File: src/rtl/tracesys_capture_pkg.sv
// rtl/tracesys_capture_pkg.sv - shared types and defaults for the trace capture controller
//
// Purpose: capture FSM state encoding and default RAM geometry.
// Contents:
//   state_t      - IDLE=0 ARMED=1 POST=2 DONE=3 (matches status_state)
//   DEF_ADDR_W   - default RAM address width
//   DEF_DATA_W   - default capture/RAM data width

package tracesys_capture_pkg;

    typedef enum logic [1:0] {
        ST_IDLE  = 2'd0,
        ST_ARMED = 2'd1,
        ST_POST  = 2'd2,
        ST_DONE  = 2'd3
    } state_t;

    localparam int DEF_ADDR_W = 8;
    localparam int DEF_DATA_W = 8;

endpackage

File: src/rtl/tracesys_capture_wr_ptr.sv
// rtl/tracesys_capture_wr_ptr.sv - wrapping capture write pointer with sticky wrap flag
//
// Purpose: next capture write address; wraps 2**ADDR_W-1 -> 0 and records the wrap.
// Ports:
//   clk, reset_n   - clock, synchronous active-low reset
//   i_clr          - clear pointer and wrap flag (has priority over i_inc)
//   i_inc          - advance pointer by one
//   o_ptr          - current pointer
//   o_wrapped      - set on the first wrap since the last clear
// Parameters:
//   ADDR_W         - pointer width
//   STICKY_WRAP    - 0 suppresses the wrap flag entirely

module tracesys_capture_wr_ptr #(
    parameter int ADDR_W      = 8,
    parameter bit STICKY_WRAP = 1'b1
) (
    input  logic              clk,
    input  logic              reset_n,
    input  logic              i_clr,
    input  logic              i_inc,
    output logic [ADDR_W-1:0] o_ptr,
    output logic              o_wrapped
);

    logic [ADDR_W-1:0] r_ptr;
    logic              r_wrapped;

    always_ff @(posedge clk) begin
        if (!reset_n) begin
            r_ptr     <= '0;
            r_wrapped <= 1'b0;
        end else if (i_clr) begin
            r_ptr     <= '0;
            r_wrapped <= 1'b0;
        end else if (i_inc) begin
            r_ptr <= r_ptr + 1'b1;
            if (STICKY_WRAP && (r_ptr == '1)) begin
                r_wrapped <= 1'b1;
            end
        end
    end

    assign o_ptr     = r_ptr;
    assign o_wrapped = r_wrapped;

endmodule

File: src/rtl/tracesys_capture_ctrl.sv
// rtl/tracesys_capture_ctrl.sv - trace capture sequencer and RAM write-port arbiter
//
// Purpose: runs the arm/trigger/post-trigger capture cycle and shares the RAM
// write port between the capture stream (ARMED/POST) and the CSR host (IDLE/DONE).
// Optional build macro: TRACESYS_CAPTURE_CTRL_STOP_ON_FULL_EN - when defined,
// an untriggered capture stops in DONE after writing the last RAM address
// instead of wrapping.
// Ports:
//   clk, reset_n                    - clock, synchronous active-low reset
//   cfg_arm, cfg_abort              - one-cycle control pulses
//   cfg_post_count                  - beats stored after the trigger beat
//   st_valid/st_data/st_trig/st_ready - capture stream
//   host_write/host_address/host_writedata/host_waitrequest - CSR host writes
//   ram_wr_*                        - registered RAM write port
//   status_*                        - state, trigger address, pointer, wrap flag
//   done_pulse                      - one cycle, coincident with the final capture write

module tracesys_capture_ctrl
    import tracesys_capture_pkg::*;
#(
    parameter int ADDR_W = DEF_ADDR_W,
    parameter int DATA_W = DEF_DATA_W
) (
    input  logic              clk,
    input  logic              reset_n,
    input  logic              cfg_arm,
    input  logic              cfg_abort,
    input  logic [ADDR_W-1:0] cfg_post_count,
    input  logic              st_valid,
    input  logic [DATA_W-1:0] st_data,
    input  logic              st_trig,
    output logic              st_ready,
    input  logic              host_write,
    input  logic [ADDR_W-1:0] host_address,
    input  logic [DATA_W-1:0] host_writedata,
    output logic              host_waitrequest,
    output logic [ADDR_W-1:0] ram_wr_address,
    output logic [DATA_W-1:0] ram_wr_writedata,
    output logic              ram_wr_write,
    input  logic              ram_wr_waitrequest,
    output logic [1:0]        status_state,
    output logic [ADDR_W-1:0] status_trig_addr,
    output logic [ADDR_W-1:0] status_wr_ptr,
    output logic              status_wrapped,
    output logic              done_pulse
);

    state_t            r_state;
    state_t            w_next_state;
    logic [ADDR_W-1:0] r_post_cnt;
    logic [ADDR_W-1:0] r_trig_addr;
    logic [ADDR_W-1:0] r_wr_address;
    logic [DATA_W-1:0] r_wr_writedata;
    logic              r_wr_write;
    logic              r_done_pulse;

    logic [ADDR_W-1:0] w_wr_ptr;
    logic              w_wrapped;
    logic              w_capturing;
    logic              w_cap_wr;
    logic              w_host_wr;
    logic              w_trig_hit;
    logic              w_arm_ok;
    logic              w_full_stop;
    logic              w_enter_done;

    // Stream owns the write port while capturing, the host otherwise.
    assign w_capturing      = (r_state == ST_ARMED) || (r_state == ST_POST);
    assign st_ready         = w_capturing ? !ram_wr_waitrequest : 1'b1;
    assign host_waitrequest = w_capturing | ram_wr_waitrequest;

    // Beats accepted in IDLE/DONE are dropped; only capturing beats write.
    assign w_cap_wr  = st_valid & st_ready & w_capturing;
    assign w_host_wr = host_write & !host_waitrequest;

    // Abort wins over trigger and arm, but the accepted beat is still written.
    assign w_trig_hit = (r_state == ST_ARMED) & w_cap_wr & st_trig & !cfg_abort;
    assign w_arm_ok   = cfg_arm & !cfg_abort & ((r_state == ST_IDLE) || (r_state == ST_DONE));

`ifdef TRACESYS_CAPTURE_CTRL_STOP_ON_FULL_EN
    localparam bit STICKY_WRAP = 1'b0;
    assign w_full_stop = (r_state == ST_ARMED) & w_cap_wr & !st_trig & (w_wr_ptr == '1);
`else
    localparam bit STICKY_WRAP = 1'b1;
    assign w_full_stop = 1'b0;
`endif

    tracesys_capture_wr_ptr #(
        .ADDR_W      (ADDR_W),
        .STICKY_WRAP (STICKY_WRAP)
    ) u_wr_ptr (
        .clk       (clk),
        .reset_n   (reset_n),
        .i_clr     (w_arm_ok),
        .i_inc     (w_cap_wr),
        .o_ptr     (w_wr_ptr),
        .o_wrapped (w_wrapped)
    );

    always_ff @(posedge clk) begin
        if (!reset_n) begin
            r_state <= ST_IDLE;
        end else begin
            r_state <= w_next_state;
        end
    end

    always_comb begin
        w_next_state = r_state;
        if (cfg_abort) begin
            w_next_state = ST_IDLE;
        end else begin
            case (r_state)
                ST_IDLE, ST_DONE: begin
                    if (cfg_arm) begin
                        w_next_state = ST_ARMED;
                    end
                end
                ST_ARMED: begin
                    if (w_trig_hit) begin
                        w_next_state = (cfg_post_count == '0) ? ST_DONE : ST_POST;
                    end else if (w_full_stop) begin
                        w_next_state = ST_DONE;
                    end
                end
                ST_POST: begin
                    if (w_cap_wr && (r_post_cnt == ADDR_W'(1))) begin
                        w_next_state = ST_DONE;
                    end
                end
                default: w_next_state = ST_IDLE;
            endcase
        end
    end

    assign w_enter_done = (w_next_state == ST_DONE) && (r_state != ST_DONE);

    always_ff @(posedge clk) begin
        if (!reset_n) begin
            r_post_cnt  <= '0;
            r_trig_addr <= '0;
        end else begin
            if (w_trig_hit) begin
                r_post_cnt <= cfg_post_count;
            end else if ((r_state == ST_POST) && w_cap_wr) begin
                r_post_cnt <= r_post_cnt - 1'b1;
            end

            if (w_arm_ok) begin
                r_trig_addr <= '0;
            end else if (w_trig_hit) begin
                r_trig_addr <= w_wr_ptr;
            end
        end
    end

    // Write port is registered so done_pulse lines up with the last capture write.
    always_ff @(posedge clk) begin
        if (!reset_n) begin
            r_wr_write     <= 1'b0;
            r_wr_address   <= '0;
            r_wr_writedata <= '0;
            r_done_pulse   <= 1'b0;
        end else begin
            r_wr_write   <= w_cap_wr | w_host_wr;
            r_done_pulse <= w_enter_done;
            if (w_cap_wr) begin
                r_wr_address   <= w_wr_ptr;
                r_wr_writedata <= st_data;
            end else if (w_host_wr) begin
                r_wr_address   <= host_address;
                r_wr_writedata <= host_writedata;
            end
        end
    end

    assign ram_wr_write     = r_wr_write;
    assign ram_wr_address   = r_wr_address;
    assign ram_wr_writedata = r_wr_writedata;
    assign done_pulse       = r_done_pulse;
    assign status_state     = r_state;
    assign status_trig_addr = r_trig_addr;
    assign status_wr_ptr    = w_wr_ptr;
    assign status_wrapped   = w_wrapped;

endmodule

File: config.mk
export PLATFORM = sky130hd
export DESIGN_NAME = tracesys_capture_ctrl
export DESIGN_NICKNAME = d
export VERILOG_FILES = /design/src/rtl/tracesys_capture_pkg.sv /design/src/rtl/tracesys_capture_wr_ptr.sv /design/src/rtl/tracesys_capture_ctrl.sv
export SDC_FILE = /design/constraint.sdc
export NUM_CORES = 1
export LEC_CHECK = 0
export CORE_AREA = 10 10 97 99
export DETAILED_ROUTE_END_ITERATION = 8
export DIE_AREA = 0 0 107 109
export SYNTH_ARGS = -nofsm -noshare
export SYNTH_HDL_FRONTEND = slang
export SYNTH_SLANG_ARGS = --single-unit
File: constraint.sdc
create_clock -name clk -period 2.5 [get_ports clk]
set_input_delay 0.375 -clock clk [delete_from_list [all_inputs] [get_ports clk]]
set_output_delay 0.375 -clock clk [all_outputs]
set_load 0.01 [all_outputs]
Word level (Yosys, flattened, before mapping)
Cells that the tools add are included.
Storage, ports and cells
  output and inout bits: 39
  logic and storage cells: 57
  register bits after elaboration: 45
Cells by class
  reductions and logical operators: 15
  mux-type cells: 13
  bitwise logic cells: 11
  $add $sub $neg: 2
  eq/ne operators: 7
Operators with widths (number)
  8-bit two-way mux: 6
  8-bit by 1-bit adder with 8-bit output (second input constant): 1
  1-bit bitwise AND: 8
  8-bit by 1-bit == test with 1-bit output (second input constant): 1
  8-bit == test (second input constant): 1
  8-bit logical NOT: 1
  2-bit two-way mux: 4
  8-bit by 1-bit subtractor with 8-bit output (second input constant): 1
  2-bit == test (second input constant): 3
  2-bit case mux with 3 select lines: 1
  2-bit nonzero test: 2
  2-bit OR reduction: 2
  1-bit logical AND: 3
  1-bit logical NOT: 3
  2-bit by 1-bit == test with 1-bit output (second input constant): 1
  2-bit logical NOT: 1
  1-bit logical OR: 2
  1-bit two-way mux: 2
  2-bit inequality test (second input constant): 1
  1-bit OR: 2
  2-bit AND reduction: 1
  1-bit NOT: 1

Depth between registers and ports, before layout
  depth after elaboration: 13
  mapped depth: 9
  mapped depth without buffers: 6

Cells and area by module
Synthesis repeated with hierarchy kept, for this count alone.
Second synthesis, totals
  cell total of the unflattened synthesis: 246
  area total of the unflattened synthesis: 2165.8 µm²
Modules (own cells, without submodules)
  tracesys_capture_ctrl: sequential area each 720.7 µm², times used 1, area each 1778.0 µm², cells an instance 203
  tracesys_capture_wr_ptr: sequential area each 180.2 µm², times used 1, area each 387.9 µm², cells an instance 43

Worst setup path before layout
No wires, ideal clock.
  kind: flip-flop to flip-flop
  from: reg r_state[0], in the netlist status_state[0]
  to: reg r_done_pulse, in the netlist done_pulse
  arrival: 2173 ps
  period minus slack after synthesis: 2276 ps
  path slack: 224 ps
  required time: 2397 ps
  setup time: 103 ps
  cell stages (with the launch flop): 9
  cell sequence: dfxtp_1 > inv_1 > ha_1 > buf_6 > or3b_1 > buf_2 > o41ai_2 > nand2_1 > a2111oi_2
Between the ends
  cells in the longest elaborated chain, start to end: 13
Ends and longest elaborated chain
  start: declaration: RTL line tracesys_capture_ctrl.sv:48  | state_t r_state;
  start signal: assignment: RTL line tracesys_capture_ctrl.sv:104  | r_state <= w_next_state;
  2-bit by 1-bit == test with 1-bit output or 2-bit == test (tied branches): RTL line tracesys_capture_ctrl.sv:68, tracesys_capture_ctrl.sv:77, tracesys_capture_ctrl.sv:113
  1-bit logical OR: RTL line tracesys_capture_ctrl.sv:68  | assign w_capturing = (r_state == ST_ARMED) || (r_state == ST_POST);
  1-bit two-way mux: RTL line tracesys_capture_ctrl.sv:69  | assign st_ready = w_capturing ? !ram_wr_waitrequest : 1'b1;
  1-bit bitwise AND (2 in a row): RTL line tracesys_capture_ctrl.sv:73  | assign w_cap_wr = st_valid & st_ready & w_capturing;
  1-bit bitwise AND (3 in a row): RTL line tracesys_capture_ctrl.sv:77  | assign w_trig_hit = (r_state == ST_ARMED) & w_cap_wr & st_trig & !cfg_abort;
  2-bit two-way mux: RTL line tracesys_capture_ctrl.sv:120  | if (w_trig_hit) begin
  2-bit case mux with 3 select lines: RTL line tracesys_capture_ctrl.sv:113  | case (r_state)
  2-bit two-way mux: RTL line tracesys_capture_ctrl.sv:110  | if (cfg_abort) begin
  2-bit == test: RTL line tracesys_capture_ctrl.sv:136  | assign w_enter_done = (w_next_state == ST_DONE) && (r_state != ST_DONE);
  1-bit logical AND *: RTL line tracesys_capture_ctrl.sv:136
  end signal: assignment: RTL line tracesys_capture_ctrl.sv:166  | r_done_pulse <= w_enter_done;
  end: declaration: RTL line tracesys_capture_ctrl.sv:55  | logic r_done_pulse;
Mark *: on every way between the ends. The rest lies on a longest branch, timed or not.
A chain may end at the register's enable or synchronous reset.

Worst setup path after layout
  from: reg r_state[0], in the netlist status_state[0]
  to: out host_waitrequest
Between the ends
  cells in the longest elaborated chain, start to end: 3
Ends and longest elaborated chain
  2-bit by 1-bit == test with 1-bit output or 2-bit == test (tied branches): RTL line tracesys_capture_ctrl.sv:68
  1-bit logical OR *: RTL line tracesys_capture_ctrl.sv:68
  1-bit OR *: RTL line tracesys_capture_ctrl.sv:70  | assign host_waitrequest = w_capturing | ram_wr_waitrequest;
  end: declaration: RTL line tracesys_capture_ctrl.sv:36  | output logic host_waitrequest,
Marks and branches as above.

==> results.ini <==
[global_routing]
grt_antenna_before_repair = 0
grtUsageTotal_pct = 11.0
grt_pass1_wl_mm = 10.5
grt-ovfl-total = 0
grt_pass1_vias = 2173
grt_start_max_net_pins = 39

[cells_and_area]
nets = 395
final_area_mm2 = 0.00319
diodes = 0
drive_above_1_share_pct = 7.16
syn_to_final_growth_pct = 46.7

[logic_synthesis]
yosys.area.top_type_share_pct = 41.4
yosysMostFrequentCell = nand2_1
synth_edf_count = 0
synth-seq-cells = 45
synth_fa_ha_area_share_pct = 4.03
syn_area_per_cell_um2 = 8.11
ys_seq_area_share_pct = 41.4
synth_cell_type_count = 47
synth_compound_area_share_pct = 20.1
synthSimpleGateAreaFrac_pct = 27.0
async_flop_share_pct = 0
synth_area_mm2 = 0.00217
yosys_warnings = 0
yosys-top-cells-count = 48 x nand2_1, 45 x dfxtp_1, 32 x nor2_1
synth_nets = 315
synth_area_leaders = dfxtp_1 41%, nand2_1 8.3%, nor2_1 5.5%
synth_xor_area_share_pct = 2.82
synth_area_leader_cell = dfxtp_1
synth_cells = 268
synth-main-ff-cell = dfxtp_1
synth_mux_area_share_pct = 0
synth_top_family_by_area = simple AND/OR/NAND/NOR gates

[sta]
rsz0062_at_grt = no
skew_ns = 0.00914
tns_ns = 0
period_share_pct = 92.1
slew_headroom_pct = 57.6
finalHoldViolCount = 0
fmax_mhz = 434
fin_ws_ns = 0.197
hold_slack_ns = 0.456
tightestPinTransition_ns = 0.628
fin_crit_ns = 2.30
slew_viol_final = 0
setup_viol = 0

[detailed_routing]
vias = 2164
routed_wl_mm = 6.47
vias_per_cell = 4.80
drt-initial-drc-count = 113
first_pass_iters = 4
detail_route.wl_per_cell_um = 14.4
drc = 0
antenna_left = 0

[cts]
holdBufCountCts = 0
cts_setup_buffers = 0
ctsLongestPathBuffers = 2
cts_tree = built
cts-resized-gates = 0
cts-buffers-inserted = 5
worst_skew_pair.late_latency_ns = 0.29
clkSlewWorstSetupHoldPaths_ns = 0.08
htree_levels = 2
clock_sinks = 45
clockRootBuffer = clkbuf_8

[die]
top_level_ports = 79
die_area_mm2 = 0.0117
core_mm2 = 0.00753
chipWidth_um = 107
rows = 32
fp.dieH_um = 109
start_util_pct = 28.9

[power]
peakVddDrop_uv = 197
leakage_nw = 1.11
p_per_area_mw_per_mm2 = 446
finalPower_w = 0.00142

[min_path]
hp-class = register to register

[placement]
io_buffer_count = 78
placed_cell_area_mm2 = 0.00309
hpwlAfterDp_mm = 5.08
pre_cts_slack_ns = 0.185
gp_congestion = 0.766

[setup_path]
crit_required_ns = 2.12
worstSetupEndpointType = output port
cp_data_arrival_time_ns = 1.93
cp_max_fo = 9
start_kind = register
worstSetupPathType = register to output port
r2r_slack_ns = 0.25

[run_status]
status = finished clean

[run]
cap_violations = 0

-- flip-flops by register name (all words and copies together) (netlist names) --
signal and flops:
u_wr_ptr.o_wrapped 1, status_state 2, ram_wr_writedata 8, ram_wr_write 1, status_trig_addr 8, r_post_cnt 8, u_wr_ptr.o_ptr 8, done_pulse 1
ram_wr_address 8
-- per-stage QoR --
stage / std cells / util (%)
floorplan: 268 / -
global placement: 443 / 41.1
detailed placement: 443 / 41.1
CTS: 451 / 42.4
global route: 451 / 42.4
finish: 451 / 42.4
-- critical path, stage by stage, from the launching register on --
cell and delay [ns]:
dfxtp_1 0.41, inv_1 0.11, ha_1 0.31, buf_4 0.17, nand2b_1 0.09, clkdlybuf4s50_1 0.54
-- kinds of logic (layout without fill, tap and decap cells) --
group,after synthesis,count (layout)
AO/OA/AOI/OAI,61,61
XOR/XNOR,7,7
adder cells (fa/ha/maj),7,7
buffers and inverters,24,105
flip-flops,45,45
AND/OR/NAND/NOR,124,124
-- where the power goes --
| group | leakage [nW] | internal (W) | switching, W |
|---|---|---|---|
| logic | 0.693 | 0.000122 | 0.0000873 |
| clock network | 0.0512 | 0.000224 | 0.000244 |
| registers | 0.365 | 0.000736 | 0.0000112 |
| total | 1.11 | 0.00108 | 0.000342 |
-- placed cells by master (no fill, tap or decap), types with 5 or more instances in the layout --
cell type        synthesis  routed
ha_1                     7       7
nor2_1                  32      32
clkdlybuf4s50_1          0      78
nor3_1                  10      10
xnor2_1                  5       5
o21ai_0                  6       6
dfxtp_1                 45      45
a21oi_1                 14      14
a21boi_0                 8       8
a311oi_1                 9       9
inv_1                    8       8
clkbuf_8                 0       6
nand3b_1                 5       5
buf_4                    0      11
nand2_1                 48      48
-- area by class of cell --
class                   count  area (um2)
multi-input cells         199        1170
clock inverters             2        13.8
fillers                   813        4340
inverters                   8        30.0
flip-flops and latches     45         901
clock buffers               6        82.6
well taps                 102         128
repair buffers             89         863
-- final timing paths --
| kind | depth (start not counted) | from | endpoint |
|---|---|---|---|
| max reg2reg | 7 | status_state[0] | u_wr_ptr.o_ptr[7] |
| min | 2 | status_trig_addr[2] | status_trig_addr[2] |
| min reg2reg | 2 | status_trig_addr[2] | status_trig_addr[2] |
| max | 5 | status_state[0] | host_waitrequest |
-- per-layer routing --
metal  vias up  track usage [%]  part of all wire [%]
met4         0             3.58                   1.6
met5         -                0                     0
li1       1110                -                     -
met3         8             5.07                   8.4
met1       990             12.3                    44
met2        56             18.3                    46
Note: power is estimated with default switching activity, not from simulation.
